$ cat config.mk
export PLATFORM = sky130hd
export DESIGN_NAME = seven_seg_scan_ctrl
export DESIGN_NICKNAME = d
export VERILOG_FILES = /design/src/rtl/seven_seg_pkg.sv /design/src/rtl/seven_seg_hex_decoder.sv /design/src/rtl/seven_seg_scan_ctrl.sv
export SDC_FILE = /design/constraint.sdc
export NUM_CORES = 1
export LEC_CHECK = 0
export BUFFER_PORTS_ARGS = -buffer_cell sky130_fd_sc_hd__buf_2
export CORE_UTILIZATION = 25
export CTS_CLUSTER_SIZE = 16
export DETAILED_ROUTE_END_ITERATION = 16
export GPL_TIMING_DRIVEN = 0
export PLACE_DENSITY = 0.46
export SLEW_MARGIN = 20
export SYNTH_ARGS = -nofsm -noshare
export SYNTH_HDL_FRONTEND = slang
export SYNTH_SLANG_ARGS = --single-unit
$ cat constraint.sdc
create_clock -name clk -period 3.1 [get_ports clk]
set_clock_uncertainty 0.15 [all_clocks]
set_input_delay 0.31 -clock clk [delete_from_list [all_inputs] [get_ports clk]]
set_output_delay 0.31 -clock clk [all_outputs]
set_load 0.01 [all_outputs]
$ cat src/rtl/seven_seg_pkg.sv
`timescale 1ns/1ps
// Shared types and constants for the seven-segment scan controller.
package seven_seg_pkg;

  typedef enum logic [1:0] {
    IDLE,
    BLANK,
    SHOW
  } state_t;

  localparam logic [7:0] SEG_BLANK = 8'hFF;

  // Active-low g..a patterns, packed so that HEX_SEG[n] is the pattern for nibble n.
  localparam logic [15:0][6:0] HEX_SEG = {
    7'h0E, 7'h06, 7'h21, 7'h46, 7'h03, 7'h08, 7'h10, 7'h00,
    7'h78, 7'h02, 7'h12, 7'h19, 7'h30, 7'h24, 7'h79, 7'h40
  };

endpackage

$ cat src/rtl/seven_seg_hex_decoder.sv
`timescale 1ns/1ps
// Combinational hex nibble to active-low seven-segment pattern lookup.
module seven_seg_hex_decoder
  import seven_seg_pkg::*;
(
  input  logic [3:0] nibble,
  output logic [6:0] seg
);

  assign seg = HEX_SEG[nibble];

endmodule

$ cat src/rtl/seven_seg_scan_ctrl.sv
`timescale 1ns/1ps
// Multiplexed scan controller for a common-anode seven-segment display,
// with a double-buffered frame loaded over a valid/ready handshake.
module seven_seg_scan_ctrl
  import seven_seg_pkg::*;
#(
  parameter int NUM_DIGITS   = 4,
  parameter int CLK_DIV      = 50000,
  parameter int BLANK_CYCLES = 500
) (
  input  logic                                           clk,
  input  logic                                           rst_n,
  input  logic                                           enable,
  input  logic                                           load_valid,
  output logic                                           load_ready,
  input  logic [4*NUM_DIGITS-1:0]                        load_data,
  input  logic [NUM_DIGITS-1:0]                          load_dp,
  output logic [NUM_DIGITS-1:0]                          anode_n,
  output logic [7:0]                                     segment,
  output logic [((NUM_DIGITS > 1) ? $clog2(NUM_DIGITS) : 1)-1:0] digit_idx,
  output logic                                           frame_done
);

  localparam int IDX_W   = (NUM_DIGITS > 1) ? $clog2(NUM_DIGITS) : 1;
  localparam int CNT_MAX = (CLK_DIV > BLANK_CYCLES) ? CLK_DIV : BLANK_CYCLES;
  localparam int CNT_W   = $clog2(CNT_MAX);

  localparam logic [CNT_W-1:0]      SHOW_LAST  = CNT_W'(CLK_DIV - 1);
  localparam logic [CNT_W-1:0]      BLANK_LAST = CNT_W'(BLANK_CYCLES - 1);
  localparam logic [IDX_W-1:0]      LAST_DIGIT = IDX_W'(NUM_DIGITS - 1);
  localparam logic [NUM_DIGITS-1:0] ONE_HOT0   = NUM_DIGITS'(1);

  state_t                  state;
  logic [CNT_W-1:0]        cnt;
  logic [4*NUM_DIGITS-1:0] active_data;
  logic [NUM_DIGITS-1:0]   active_dp;
  logic [4*NUM_DIGITS-1:0] pend_data;
  logic [NUM_DIGITS-1:0]   pend_dp;
  logic                    pend_valid;
  logic [3:0]              cur_nibble;
  logic [6:0]              cur_seg;

  assign load_ready = ~pend_valid;
  assign cur_nibble = active_data[{digit_idx, 2'b00} +: 4];

  seven_seg_hex_decoder u_decoder (
    .nibble (cur_nibble),
    .seg    (cur_seg)
  );

  // Outputs are loaded together with the state transition so the pins always
  // match the phase; active only changes at frame boundaries, which are blanked.
  always_ff @(posedge clk or negedge rst_n) begin
    if (!rst_n) begin
      state       <= IDLE;
      cnt         <= '0;
      digit_idx   <= '0;
      active_data <= '0;
      active_dp   <= '0;
      pend_data   <= '0;
      pend_dp     <= '0;
      pend_valid  <= 1'b0;
      anode_n     <= '1;
      segment     <= SEG_BLANK;
      frame_done  <= 1'b0;
    end else begin
      frame_done <= 1'b0;
      if (load_valid && !pend_valid) begin
        pend_data  <= load_data;
        pend_dp    <= load_dp;
        pend_valid <= 1'b1;
      end
      case (state)
        IDLE: begin
          anode_n   <= '1;
          segment   <= SEG_BLANK;
          digit_idx <= '0;
          cnt       <= '0;
          if (enable) begin
            state <= BLANK;
            if (pend_valid) begin
              active_data <= pend_data;
              active_dp   <= pend_dp;
              pend_valid  <= 1'b0;
            end
          end
        end
        BLANK: begin
          if (!enable) begin
            state     <= IDLE;
            cnt       <= '0;
            digit_idx <= '0;
            anode_n   <= '1;
            segment   <= SEG_BLANK;
          end else if (cnt == BLANK_LAST) begin
            state   <= SHOW;
            cnt     <= '0;
            anode_n <= ~(ONE_HOT0 << digit_idx);
            segment <= {~active_dp[digit_idx], cur_seg};
          end else begin
            cnt <= cnt + 1'b1;
          end
        end
        SHOW: begin
          if (!enable) begin
            state     <= IDLE;
            cnt       <= '0;
            digit_idx <= '0;
            anode_n   <= '1;
            segment   <= SEG_BLANK;
          end else if (cnt == SHOW_LAST) begin
            state   <= BLANK;
            cnt     <= '0;
            anode_n <= '1;
            segment <= SEG_BLANK;
            // Wrapping to digit 0 is the frame boundary where a waiting frame goes live.
            if (digit_idx == LAST_DIGIT) begin
              digit_idx  <= '0;
              frame_done <= 1'b1;
              if (pend_valid) begin
                active_data <= pend_data;
                active_dp   <= pend_dp;
                pend_valid  <= 1'b0;
              end
            end else begin
              digit_idx <= digit_idx + 1'b1;
            end
          end else begin
            cnt <= cnt + 1'b1;
          end
        end
        default: begin
          state <= IDLE;
        end
      endcase
    end
  end

endmodule

==> qor.yml <==
run_status:
  status: "finished, violations left"
  violations: "design-rule violations"
die:
  fp.dieW_um: 123.6
  chipHeight_um: 123.6
  fp.coreArea_sq_mm: 0.01448
  ios: 40
  dieArea_sq_mm: 0.01528
  start_util_pct: 25.54
  rows: 44
detailed_routing:
  drc: 1
  drtPass1Iterations: 10
  finalWirelength_mm: 7.987
  wire_per_inst_um: 14.42
  antenna_left: 0
  avgViaCountPerCell: 4.532
  num_vias: 2511
  drtIter0Drc: 175
grt:
  grt_overflow: 0
  grt_pass1_wl_mm: 13.03
  grt_usage_pct: 11.58
  grt_pass1_vias: 2467
  grt_max_degree: 43
  antenna_found_initial: 0
clock_network:
  clock_latency_ns: 0.34
  cts_tree: "done"
  cts_buffers: 9
  clk_pin_slew_ns: 0.06
  cts_buffer_depth: 2
  cts.sinks: 74
  cts_htree_levels: 3
  cts_root_buffer: "clkbuf_16"
synthesis:
  synth_cells: 314
  synth_area_sq_mm: 0.003697
  synth_seq_cells: 74
  synthesis.nets: 354
  synth-async-reset-ratio_pct: 100.0
  yosysTopAreaCell: "dfrtp_1"
  synth_edf_count: 0
  ys_top_cells_by_area: "dfrtp_1 42%, mux2_2 12%, dfstp_2 8.5%"
  synth_top_area_share_pct: 41.96
  ys.warnings.count: 0
  yosysSeqAreaShare_pct: 50.49
  yosys.cell_types.count: 50
  synthFlopType: "dfrtp_1"
  synth_area_per_cell_sq_um: 11.77
power:
  p_sw_uw: 1059
  swShare_pct: 30.66
  p_int_uw: 2395
  vdd_drop_max_mv: 0.3264
  pwr-share-clk_pct: 28.3
  powerDensity_mw_per_mm2: 779.2
  combPwrFrac_pct: 30.1
  p_total_uw: 3453
  seqPwrFrac_pct: 41.6
  leakagePower_uw: 0.001813
sta:
  rsz0062_at_grt: "no"
  setup_ws_ns: 0.4301
  finalCritPeriodShare_pct: 86.13
  maxSlewHeadroom_pct: 28.16
  finalSetupViolCount: 0
  fin_crit_ns: 2.670
  finalHoldViolations: 0
  fin_tns_setup_ns: 0
  holdWs_ns: 0.04408
  fmax_mhz: 374.5
  slew_viol_final: 0
  worstMarginPinSlew_ns: 1.069
critical_path:
  cp_slowest_cell: "nor4_2"
  worstSetupEndpointType: "flop"
  cp_max_fo: 10
  worst-path-buf-inv: 1
  crit_family: "simple AND/OR/NAND/NOR gates"
  worst-setup-path-type: "reg -> reg"
  path_cells: "ha_1 -> and3_1 -> clkbuf_1 -> and4_1 -> nor2_1 -> nor4_2 -> a31oi_1"
  max_stage_delay_ns: 0.80
  start_kind: "flop"
  cp_data_arrival_time_ns: 2.73
  worstPathRequired_ns: 3.16
finish:
  seqCellArea_sq_mm: 0.001867
  area_growth_pct: 19.86
  diodes: 0
  drive_gt1_share_pct: 33.51
  nNetsFinal: 405
  multi_input_area_sq_mm: 0.001719
  fillCellCount: 1499
placed_design:
  portBuffers: 38
  pre_cts_slack_ns: 0.4715
  place_hpwl_mm: 5.782
  gp_congestion: 0.7614
run:
  maxCapViolations: 0
min_path:
  hold_class: "in -> reg"
==> through the flow <==
stage                     cell area, sq um  std cells  utilization [%]
after floorplan                       3697        314                -
after global placement                4118        536            28.44
after detailed placement              4148        537            28.65
after CTS                             4432        554            30.61
after global routing                  4432        554            30.61
final                                 4432        554            30.61
==> cell usage after synthesis (6+ instances only) <==
cell type	number
mux2_2	41
inv_1	12
o21ai_0	8
a21oi_1	13
a31oi_1	6
nand2_1	15
clkbuf_1	6
xor2_1	7
nor2_1	33
and2_1	6
dfrtp_1	62
ha_1	16
nand3_1	8
dfstp_2	12
==> final timing paths <==
check,from,end,slack (ns),depth (start not counted)
min,load_data[1],pend_data[1],0.04,2
max,cnt[0],segment[5],0.43,7
max reg2reg,cnt[0],segment[5],0.43,7
min in group asynchronous,rst_n,pend_data[1],0.31,2
min reg2reg,active_data[1],active_data[1],0.35,1
max in group asynchronous,rst_n,segment[3],1.85,3
==> registers in the layout (all words and copies together) (netlist names), 4 cells and up <==
register	cells
active_data	16
active_dp	4
anode_n	4
cnt	16
pend_data	16
pend_dp	4
segment	8
==> metal layers <==
metal | up-vias | wire length, um | global-route usage (%)
met5 | - | 0 | 0
met4 | 0 | 187 | 5.346
met3 | 9 | 309 | 3.663
met2 | 41 | 3527 | 16.77
met1 | 1238 | 3963 | 15.63
li1 | 1223 | - | -
==> area by class of cell <==
type,count,area share [%]
Multi-Input combinational cell,216,38.79
Buffer,12,1.496
Timing Repair Buffer,40,5.195
Tap cell,184,5.195
Clock inverter,4,0.6211
Clock buffer,12,5.562
Sequential cell,74,42.12
Inverter,12,1.016
==> kinds of logic (layout without fill, tap and decap cells) <==
logic type      count (synthesis)  after routing  synth area share [%]
compound gates                 41             41                 7.174
xor+xnor                       11             11                 2.606
fa+ha+maj                      16             16                 5.414
buf+inv                        24             80                 3.012
flops                          74             74                 50.49
mux                            50             50                 16.65
simple gates                   98             98                 14.65
==> power by group through the flow <==
stage                     logic, uW  clock network (uW)  registers (uW)
after global routing           1160                1050            1480
after global placement         1020                   0            1440
after CTS                      1060                1010            1440
final                          1040                 976            1440
after floorplan                 827                   0            1390
after detailed placement       1050                   0            1450
==> layout by cell type (no fill, tap or decap), types with 4 or more instances in the layout <==
cell type / instances
clkbuf_16: 9
nand3_1: 8
a21oi_1: 13
inv_1: 12
buf_2: 39
clkbuf_1: 8
xnor2_1: 4
nor2b_1: 5
nor3_1: 5
mux4_2: 5
nand2_1: 15
ha_1: 16
a31oi_1: 6
xor2_1: 7
o21ai_0: 8
mux2_2: 41
dfrtp_1: 62
nand4_1: 5
nor2_1: 33
dfstp_2: 12
and2_1: 6
==> what timing repair did <==
item / 4_1_cts / 5_1_grt
endpoints found under the hold margin: 26 / 0
hold buffers: 1 / 0
setup buffers: 0 / 0
gates resized for setup: 0 / 0
(Power assumes the default switching activity.)
